## config.mk

```make
export PLATFORM = sky130hd
export DESIGN_NAME = life_seq_ctrl
export DESIGN_NICKNAME = d
export VERILOG_FILES = /design/src/rtl/life_seq_ctrl.sv
export SDC_FILE = /design/constraint.sdc
export NUM_CORES = 1
export LEC_CHECK = 0
export ABC_AREA = 1
export BUFFER_PORTS_ARGS = -buffer_cell sky130_fd_sc_hd__buf_2
export CAP_MARGIN = 20
export CORE_MARGIN = 2
export CORE_UTILIZATION = 40
export DETAILED_ROUTE_END_ITERATION = 10
export GPL_ROUTABILITY_DRIVEN = 0
export GPL_TIMING_DRIVEN = 0
export PLACE_DENSITY_LB_ADDON = 0.3
export SYNTH_ARGS = -nofsm -noshare
export SYNTH_HDL_FRONTEND = slang
export SYNTH_SLANG_ARGS = --single-unit
```

## constraint.sdc

```tcl
create_clock -name clk -period 3.4 [get_ports clk]
set_input_delay 0.17 -clock clk [delete_from_list [all_inputs] [get_ports clk]]
set_output_delay 0.17 -clock clk [all_outputs]
set_load 0.01 [all_outputs]
```

## src/rtl/life_seq_ctrl.sv

```systemverilog
// life_seq_ctrl: seed-row loader and generation sequencer for the 8x8 Game-of-Life grid.
// Define LIFE_SEQ_WDOG_EN to build in the step_done watchdog (wdog_err); otherwise wdog_err is tied low.
module life_seq_ctrl #(
  parameter int PERIOD_W    = 16,
  parameter int GEN_W       = 16,
  parameter int MAX_GEN     = 0,
  parameter int WDOG_CYCLES = 1024
) (
  input  logic                clk,
  input  logic                _rst,
  input  logic                cmd_start,
  input  logic                cmd_stop,
  input  logic                cmd_step,
  input  logic [PERIOD_W-1:0] period,
  input  logic                seed_valid,
  output logic                seed_ready,
  input  logic [2:0]          seed_row,
  input  logic [7:0]          seed_data,
  output logic                load_en,
  output logic [2:0]          load_row,
  output logic [7:0]          load_data,
  output logic                step,
  input  logic                step_done,
  input  logic                grid_empty,
  output logic [GEN_W-1:0]    gen_count,
  output logic                running,
  output logic                halted,
  output logic                wdog_err
);

  typedef enum logic [1:0] {IDLE, RUN_WAIT, STEP, HALT} state_t;

  state_t              state, state_d;
  logic [PERIOD_W-1:0] period_q, period_d;
  logic [PERIOD_W-1:0] timer, timer_d;
  logic [GEN_W-1:0]    gen_d, gen_inc;
  logic                running_d, halted_d;
  logic                stop_pending, stop_pending_d;
  logic                single, single_d;
  logic                step_d, load_en_d;
  logic [2:0]          load_row_d;
  logic [7:0]          load_data_d;
  logic                seed_xfer, done_ok, hit_limit, wdog_trip;

  function automatic logic [GEN_W-1:0] sat_inc(input logic [GEN_W-1:0] v);
    return (&v) ? v : v + GEN_W'(1);
  endfunction

  assign seed_ready = ((state == IDLE) || (state == HALT)) && !cmd_start && !cmd_step;
  assign seed_xfer  = seed_valid && seed_ready;
  // A step_done coinciding with our own step pulse belongs to an earlier request.
  assign done_ok    = step_done && !step;
  assign gen_inc    = sat_inc(gen_count);
  assign hit_limit  = (MAX_GEN != 0) && (gen_inc == GEN_W'(MAX_GEN));

`ifdef LIFE_SEQ_WDOG_EN
  localparam int WDOG_W = $clog2(WDOG_CYCLES + 1);

  logic [WDOG_W-1:0] wdog_cnt, wdog_cnt_d;
  logic              wdog_err_q, wdog_err_d;

  // Counter is zero in the step cycle, so the trip lands WDOG_CYCLES cycles after step.
  assign wdog_trip = (state == STEP) && !done_ok && (wdog_cnt == WDOG_W'(WDOG_CYCLES - 1));
  assign wdog_err  = wdog_err_q;

  always_comb begin
    wdog_cnt_d = (state == STEP) ? wdog_cnt + WDOG_W'(1) : '0;
    wdog_err_d = wdog_err_q;
    if (seed_xfer || cmd_stop) wdog_err_d = 1'b0;
    if (wdog_trip)             wdog_err_d = 1'b1;
  end

  always_ff @(posedge clk or negedge _rst) begin
    if (!_rst) begin
      wdog_cnt   <= '0;
      wdog_err_q <= 1'b0;
    end else begin
      wdog_cnt   <= wdog_cnt_d;
      wdog_err_q <= wdog_err_d;
    end
  end
`else
  assign wdog_trip = 1'b0;
  assign wdog_err  = (WDOG_CYCLES < 0);
`endif

  always_comb begin
    state_d        = state;
    period_d       = period_q;
    timer_d        = timer;
    gen_d          = gen_count;
    running_d      = running;
    halted_d       = halted;
    stop_pending_d = stop_pending;
    single_d       = single;
    step_d         = 1'b0;
    load_en_d      = 1'b0;
    load_row_d     = load_row;
    load_data_d    = load_data;

    if (seed_xfer) begin
      load_en_d   = 1'b1;
      load_row_d  = seed_row;
      load_data_d = seed_data;
      gen_d       = '0;
      halted_d    = 1'b0;
    end

    unique case (state)
      IDLE: begin
        if (cmd_stop) begin
          state_d = IDLE;
        end else if (cmd_start) begin
          period_d  = (period == '0) ? PERIOD_W'(1) : period;
          timer_d   = (period == '0) ? '0 : period - PERIOD_W'(1);
          running_d = 1'b1;
          state_d   = RUN_WAIT;
        end else if (cmd_step) begin
          single_d = 1'b1;
          step_d   = 1'b1;
          state_d  = STEP;
        end
      end
      RUN_WAIT: begin
        if (cmd_stop) begin
          running_d = 1'b0;
          state_d   = IDLE;
        end else if (timer == '0) begin
          step_d  = 1'b1;
          state_d = STEP;
        end else begin
          timer_d = timer - PERIOD_W'(1);
        end
      end
      STEP: begin
        if (cmd_stop) stop_pending_d = 1'b1;
        if (done_ok) begin
          gen_d = gen_inc;
          if (grid_empty || hit_limit) begin
            halted_d       = 1'b1;
            running_d      = 1'b0;
            single_d       = 1'b0;
            stop_pending_d = 1'b0;
            state_d        = HALT;
          end else if (single || stop_pending || cmd_stop) begin
            running_d      = 1'b0;
            single_d       = 1'b0;
            stop_pending_d = 1'b0;
            state_d        = IDLE;
          end else begin
            timer_d = period_q - PERIOD_W'(1);
            state_d = RUN_WAIT;
          end
        end else if (wdog_trip) begin
          halted_d       = 1'b1;
          running_d      = 1'b0;
          single_d       = 1'b0;
          stop_pending_d = 1'b0;
          state_d        = HALT;
        end
      end
      HALT: begin
        // Start/step are ignored here; only stop or a new seed leaves.
        if (cmd_stop || seed_xfer) begin
          halted_d = 1'b0;
          state_d  = IDLE;
        end
      end
    endcase
  end

  always_ff @(posedge clk or negedge _rst) begin
    if (!_rst) begin
      state        <= IDLE;
      period_q     <= '0;
      timer        <= '0;
      gen_count    <= '0;
      running      <= 1'b0;
      halted       <= 1'b0;
      stop_pending <= 1'b0;
      single       <= 1'b0;
      step         <= 1'b0;
      load_en      <= 1'b0;
      load_row     <= '0;
      load_data    <= '0;
    end else begin
      state        <= state_d;
      period_q     <= period_d;
      timer        <= timer_d;
      gen_count    <= gen_d;
      running      <= running_d;
      halted       <= halted_d;
      stop_pending <= stop_pending_d;
      single       <= single_d;
      step         <= step_d;
      load_en      <= load_en_d;
      load_row     <= load_row_d;
      load_data    <= load_data_d;
    end
  end

endmodule

```

### Yosys cells after proc, flatten, opt, wreduce, memory -nomap -nowiden

Cells that the tools add are included.
W data, S select, Z words.

| word-level totals | value |
|---|---|
| register bits | 67 |
| bits of input ports | 35 |
| logic and storage cells | 108 |

| cells by class | value |
|---|---|
| add/subtract/negate cells | 4 |
| equal/unequal tests | 18 |
| multiplexer cells | 51 |
| bitwise gates (word level) | 1 |
| reduce and logical (&&, ||, !) cells | 22 |

Operators with widths:

| kind | number |
|---|---|
| $mux W16 | 13 |
| $pmux W16 S3 | 1 |
| $sub A16 B1 Y16 const B | 3 |
| $logic_not A16 Y1 | 2 |
| $mux W1 | 24 |
| $ne A2 B2 Y1 const B | 10 |
| $add A16 B1 Y16 const B | 1 |
| $mux W2 | 8 |
| $reduce_and A16 Y1 | 1 |
| $reduce_and A6 Y1 | 2 |
| $ne A3 B3 Y1 const B | 3 |
| $pmux W2 S4 | 1 |
| $reduce_and A8 Y1 | 1 |
| $pmux W1 S2 | 3 |
| $eq A2 B2 Y1 const B | 2 |
| $logic_and A1 B1 Y1 | 4 |
| $logic_or A1 B1 Y1 | 4 |
| $ne A4 B4 Y1 const B | 1 |
| $reduce_and A4 Y1 | 1 |
| $logic_not A1 Y1 | 3 |
| $pmux W1 S3 | 1 |
| $reduce_and A3 Y1 | 1 |
| $reduce_bool A3 Y1 | 1 |
| $eq A2 B1 Y1 const B | 1 |
| other kinds (4) | 4 |

### Depth between registers and ports, before layout

Gate-level depths: netlist of run 1.

| depth | value |
|---|---|
| depth after elaboration | 9 |
| mapped depth | 16 |
| depth with buffers taken out | 14 |

### Least setup slack after synthesis of run 1

Ideal clock, no wire load.

| timing | value |
|---|---|
| kind | register to register |
| start | register state[0] |
| end | register timer[10] |
| library setup time | 0.077 ns |
| data arrival time | 2.003 ns |
| data required time | 3.323 ns |
| path slack | 1.319 ns |
| cell stages (with the launch flop) | 17 |
| buffers on the path | 2 |
| clock period less this slack | 2.081 ns |
| cell sequence | dfrtp_1 > inv_1 > ha_1 > buf_6 > inv_2 > buf_6 > nand2_1 > o21ai_4 > ha_1 > nand3_2 > nor2_4 > inv_2 > nor2_2 > nand3_1 > nand2_1 > nand2_1 > a21oi_1 |

| on the way | value |
|---|---|
| longest elaborated chain between the ends | 3 |
| elaborated cells between the ends (all ways) | 13 |
| classes of those cells | 9 x eq/ne; 1 x mux; 3 x reduce/logical |

Ends and longest elaborated chain:

| what | line | RTL |
|---|---|---|
| start: declaration | 33 | `state_t state, state_d;` |
| start signal: assignment | 187 | `state <= state_d;` |
| $eq A2 B2 Y1, or another cell as far along | 109 | `unique case (state)` |
| $ne A2 B2 Y1 (no line) or $reduce_bool A3 Y1 (tied branches) | - |  |
| $reduce_and A8 Y1 (no line) | - |  |
| end signal: assignment | 189 | `timer <= timer_d;` |
| end: declaration | 35 | `logic [PERIOD_W-1:0] timer, timer_d;` |

Parallel ways exist; a longest one is shown, timed or not.
A chain may end at the register's enable or synchronous reset.

### Worst setup path in the final report of run 1

Ends and elaborated chain as after synthesis.

==> impl_metrics.tcl, run 1 <==
set metrics [dict create \
    rsz0062_at_grt "no" \
    tns_ns 0 \
    die_h_um 110 \
    placedCellCount 868 \
    total_power_mw 4.27 \
    cts_buffers 9 \
    vias 4498 \
    drc 0 \
    worstSetupEndpointType "flip-flop" \
    slew_violations 0 \
    ys_warn_count 0 \
    final.setup_skew_ns 0.00365 \
    r2r-start "state[0]" \
    ctsResizeCount 0 \
    cts_tree "built" \
    status "finished, final reports clean" \
    io_pins 68 \
    seq_area_frac_synth_pct 37.6 \
    netlist_instances 662 \
    fin_ws_ns 0.974 \
    cp_max_fo 10 \
    dp_hpwl_mm 8.94 \
    p_leak_nw 2.59 \
    drive_above_1_share_pct 17.7 \
    postRouteAntennaNets 0 \
    layout_min_cycle_time_ns 2.43 \
    final_util_pct 48.0 \
    syn-num-nets 705 \
    synth_top_area_share_pct 37.6 \
    routed_wl_mm 11.8 \
    crit_path_start "state[0]" \
    rrSetupSlack_ns 0.97 \
    worstSetupPathType "flip-flop to flip-flop" \
    synthDistinctLibCells 37 \
    finalHoldViolations 0 \
    cts_hold_buffers 2 \
    avgSynthCellArea_um2 6.73 \
    postPlaceCellArea_um2 4970 \
    ctsLongestPathBuffers 2 \
    stdcell_count 886 \
    fp-row-count 38 \
    fmax_ghz 0.412 \
    first_global_vias 4337 \
    clk_latency_ns 0.36 \
    postCtsSetupRepairBufs 0 \
    overflow 0 \
    dr.pass1.iters 5 \
    peakVddDrop_uv 256 \
    setup_viol 0 \
    grt_max_degree 68 \
    die-area_um2 12000 \
    clk_pin_slew_ns 0.08 \
    maxCapViolations 0 \
    synth-seq-cells 67 \
    start_util_pct 41.1 \
    io_buffers 66 \
    synth_area_leaders "dfrtp_1 (38%), nand2_1 (19%), nor2_1 (7.7%), inv_1 (5.2%), nand3_1 (4.9%)" \
    post_drt_wl_per_cell_um 13.4 \
    design_area_um2 5200 \
    cp.arrival_ns 2.72 \
    drt_iter0_drc 301 \
    cp-start-kind "flip-flop" \
    antennaDiodeCount 0 \
    yosysTopAreaCell "dfrtp_1" \
    fp.coreArea_um2 10800 \
    grt_first_pass_wirelength_mm 19.9 \
    antenna_found_initial 0 \
    final_nets 784 \
    hp-class "primary input to flip-flop" \
    pre_cts_slack_ns 1.02 \
    required_ns 3.69 \
    via_per_inst 5.08 \
    die_w_um 110 \
    p_per_area_nw_per_um2 820 \
    hold_slack_ns 0.00527 \
    finalCritPeriodShare_pct 71.3 \
    worst_pin_slew_ns 0.854 \
    relSlewSlack_pct 43.1 \
    grt_use_total_pct 21.3 \
    fill_cells 1103 \
    htree_levels 3 \
    min-delay-start "seed_data[0]" \
    clockRootBuffer "clkbuf_8" \
    synth_area_um2 4460 \
    areaGrowthSynthToFinish_pct 16.7 \
    clock-sinks 67 \
]
==> cell usage after synthesis, drive strengths merged <==
cell / n
buf: 13
dfrtp: 67
or2: 3
inv: 68
o31ai: 2
nor3: 7
o22a: 1
nand3: 48
o211ai: 3
clkbuf: 5
o21bai: 1
ha: 8
a22oi: 1
nand4: 7
nand3b: 1
a31oi: 1
conb: 1
a21oi: 33
a22o: 1
o22ai: 2
xor2: 3
xnor2: 4
nand2: 229
nor2: 101
o21ai: 52
==> placed cells by master, fill, tap and decap left out, types with 2 or more instances in the layout <==
master | Yosys | layout
nor2_2 | 5 | 5
clkbuf_8 | 0 | 9
buf_4 | 3 | 4
xor2_1 | 3 | 3
ha_1 | 8 | 8
buf_2 | 5 | 70
a21oi_1 | 33 | 33
dfrtp_1 | 67 | 67
clkbuf_1 | 5 | 5
clkinvlp_4 | 0 | 3
or2_2 | 3 | 3
bufinv_16 | 0 | 2
nand4_1 | 7 | 7
nand3_1 | 44 | 44
nor3_2 | 3 | 3
dlygate4sd3_1 | 0 | 2
inv_2 | 6 | 6
o22ai_1 | 2 | 2
o31ai_1 | 2 | 2
nand2_2 | 7 | 7
o21ai_0 | 40 | 40
nand2_1 | 222 | 222
clkinv_2 | 0 | 2
o211ai_1 | 3 | 3
inv_1 | 62 | 62
o21ai_2 | 3 | 3
nand3_2 | 2 | 2
xnor2_1 | 4 | 4
nor2_4 | 5 | 5
nor2_1 | 91 | 91
nor3_1 | 4 | 4
o21ai_1 | 8 | 8
buf_6 | 5 | 5
nand3_4 | 2 | 2
==> metal layers <==
metal / track usage (%) / up-vias / wire length [um]
met5: 0 / - / 0
met4: 8.23 / 0 / 259
met3: 4.09 / 24 / 637
met2: 34.6 / 140 / 5370
met1: 27.9 / 2070 / 5570
li1: - / 2264 / -
==> worst max-delay path, stage by stage (launching register included) <==
cell and delay (ns):
dfrtp_1 0.40, inv_1 0.08, ha_1 0.21, buf_6 0.15, inv_2 0.07, buf_6 0.16, nand2_1 0.10, o21ai_4 0.10
ha_1 0.24, nand3_2 0.15, nor2_4 0.18, inv_2 0.06, nor2_2 0.13, nand3_1 0.08, nand2_1 0.07, nand2_1 0.06
a21oi_1 0.12
==> cell families after synthesis <==
| family | share of synthesized area [%] |
|---|---|
| flops | 37.6 |
| buf+inv | 8.48 |
| fa+ha+maj | 2.25 |
| compound gates | 12.0 |
| other cells | 0.0841 |
| simple gates | 38.2 |
| xor+xnor | 1.38 |
==> report_power, final <==
part	internal [mW]	leakage (nW)	switching, mW
Combinational	0.752	1.65	1.45
Sequential	1.11	0.839	0.201
Clock	0.410	0.101	0.341
==> path summary, 6_finish.rpt <==
path | to | cells after the start
hold reg to reg | load_data[7] | 2
setup reg to reg | timer[10] | 16
max in group asynchronous | timer[9] | 2
min in group asynchronous | gen_count[9] | 2
hold / removal | load_data[0] | 3
setup / recovery | timer[10] | 16
==> final cells by class <==
type | instances | area (um^2) | share of cell area (%)
multi-input combinational | 509 | 2400 | 46.2
inverter | 68 | 255 | 4.91
buffer | 18 | 123 | 2.36
sequential | 67 | 1680 | 32.2
clock buffer | 9 | 124 | 2.38
tap | 140 | 175 | 3.37
clock inverter | 7 | 92.6 | 1.78
timing repair buffer | 68 | 353 | 6.78
==> registers in the layout (all words and copies together), names as in the netlist <==
register      count
single            1
load_data         8
load_row          3
running           1
stop_pending      1
state             2
gen_count        16
halted            1
period_q         16
timer            16
step              1
load_en           1
(Power assumes the default switching activity.)
==> inputs of run 2 (changes only) <==
- clock period: 3.4 -> 2.5 ns (I/O delays scaled with it)
==> impl_metrics.tcl, run 2 (synthesis results as in run 1) <==
set metrics [dict create \
    hold_slack_ns 0.0281 \
    clockRootBuffer "clkbuf_8" \
    antennaDiodeCount 0 \
    status "finished, final reports clean" \
    maxCapViolations 0 \
    drive_above_1_share_pct 17.8 \
    placedCellCount 868 \
    overflow 0 \
    io_pins 68 \
    grt_max_degree 68 \
    clk_latency_ns 0.36 \
    worstRegToRegCells 16 \
    finalCritPeriodShare_pct 91.2 \
    vias 4555 \
    cp_max_fo 10 \
    grt_use_total_pct 21.5 \
    required_ns 2.79 \
    grt_first_pass_wirelength_mm 20.1 \
    cts_buffers 9 \
    cp-start-kind "flip-flop" \
    io_buffers 66 \
    crit_path_start "state[0]" \
    postRouteAntennaNets 0 \
    cp.arrival_ns 2.57 \
    crit_end "timer[10]" \
    stdcell_count 898 \
    r2r-start "state[0]" \
    htree_levels 3 \
    antenna_found_initial 0 \
    dp_hpwl_mm 8.94 \
    p_leak_nw 2.64 \
    worstSetupPathType "flip-flop to flip-flop" \
    multi_input_area_um2 2420 \
    post_drt_wl_per_cell_um 13.4 \
    ctsLongestPathBuffers 2 \
    die-area_um2 12000 \
    first_global_vias 4405 \
    relSlewSlack_pct 43.0 \
    fmax_ghz 0.439 \
    rrSetupSlack_ns 0.22 \
    clk_pin_slew_ns 0.08 \
    hp-class "primary input to flip-flop" \
    via_per_inst 5.07 \
    start_util_pct 41.1 \
    mostFrequentLayoutCell "nand2_1" \
    fp.coreArea_um2 10800 \
    worstSetupEndpointType "flip-flop" \
    setup_viol 0 \
    rr_endpoint "timer[10]" \
    p_per_area_nw_per_um2 1110 \
    design_area_um2 5340 \
    routed_wl_mm 12.0 \
    finalHoldViolations 0 \
    largest_registers "gen_count: 16 flops, period_q: 16 flops, timer: 16 flops" \
    regArea_um2 1680 \
    drt_iter0_drc 331 \
    fill_cells 1079 \
    final.setup_skew_ns 0.00521 \
    dr.pass1.iters 5 \
    layout_min_cycle_time_ns 2.28 \
    clock-sinks 67 \
    pre_cts_slack_ns 0.117 \
    die_w_um 110 \
    fp-row-count 38 \
    final_nets 796 \
    peakVddDrop_uv 350 \
    cts_tree "built" \
    fin_ws_ns 0.221 \
    die_h_um 110 \
    final_cell_mix "nand2_1 (222), nor2_1 (91), buf_2 (70)" \
    worst_pin_slew_ns 0.855 \
    areaGrowthSynthToFinish_pct 19.8 \
    final_util_pct 49.3 \
    postPlaceCellArea_um2 4970 \
    slew_violations 0 \
    drc 0 \
]
## run 2: changes by cell type in the layout (fill, tap and decap cells not counted), sizes merged
cell         change
dlygate4sd3     +10
buf              +2
## run 2: layout make-up
class	count	area share, %
Timing Repair Buffer	80	8.76
Tap cell	140	3.28
Buffer	18	2.37
Clock inverter	7	1.73
Multi-Input combinational cell	509	45.4
Sequential cell	67	31.4
Clock buffer	9	2.32
Inverter	68	4.78
## run 2: worst min path at each step
stage,from,end,cells after the start
4_1_cts,period[15],period_q[15],3
3_3_place_gp,seed_data[7],load_data[7],3
5_1_grt,period[15],period_q[15],3
3_5_place_dp,_rst,gen_count[9],1
6_report,cmd_stop,step,2
2_1_floorplan,_rst,gen_count[0],0
## run 2: report_power, final
| group | switching, mW | internal (mW) |
|---|---|---|
| Combinational | 2.02 | 1.09 |
| Clock | 0.464 | 0.557 |
| Sequential | 0.272 | 1.50 |
## run 2: stage by stage
step           total power, mW  setup TNS (ns)
2_1_floorplan             3.93               0
3_3_place_gp              4.69               0
3_5_place_dp              4.76               0
4_1_cts                   5.81               0
5_1_grt                   6.47        -0.00579
6_report                  5.91               0
## run 2: timing repair
action,CTS,global route
setup endpoints to repair,0,6
gates resized for setup,0,4
setup buffers,0,2
hold buffers,12,0
hold endpoints to repair,78,0
## run 2: critical path, cell delays in order (launching register included)
cell	delay (ns)
dfrtp_1	0.40
inv_1	0.08
ha_1	0.21
buf_6	0.15
inv_2	0.08
buf_8	0.15
nand2_1	0.10
o21ai_4	0.10
ha_4	0.18
nand3_4	0.10
nor2_4	0.16
inv_2	0.05
nor2_2	0.13
nand3_1	0.08
nand2_1	0.07
nand2_1	0.06
a21oi_1	0.12
## run 2: routing by layer
layer | track usage [%] | share of wire, %
met4 | 8.23 | 1.8
met3 | 4.09 | 6.1
met2 | 35.3 | 46
met5 | 0 | 0
met1 | 28.0 | 46
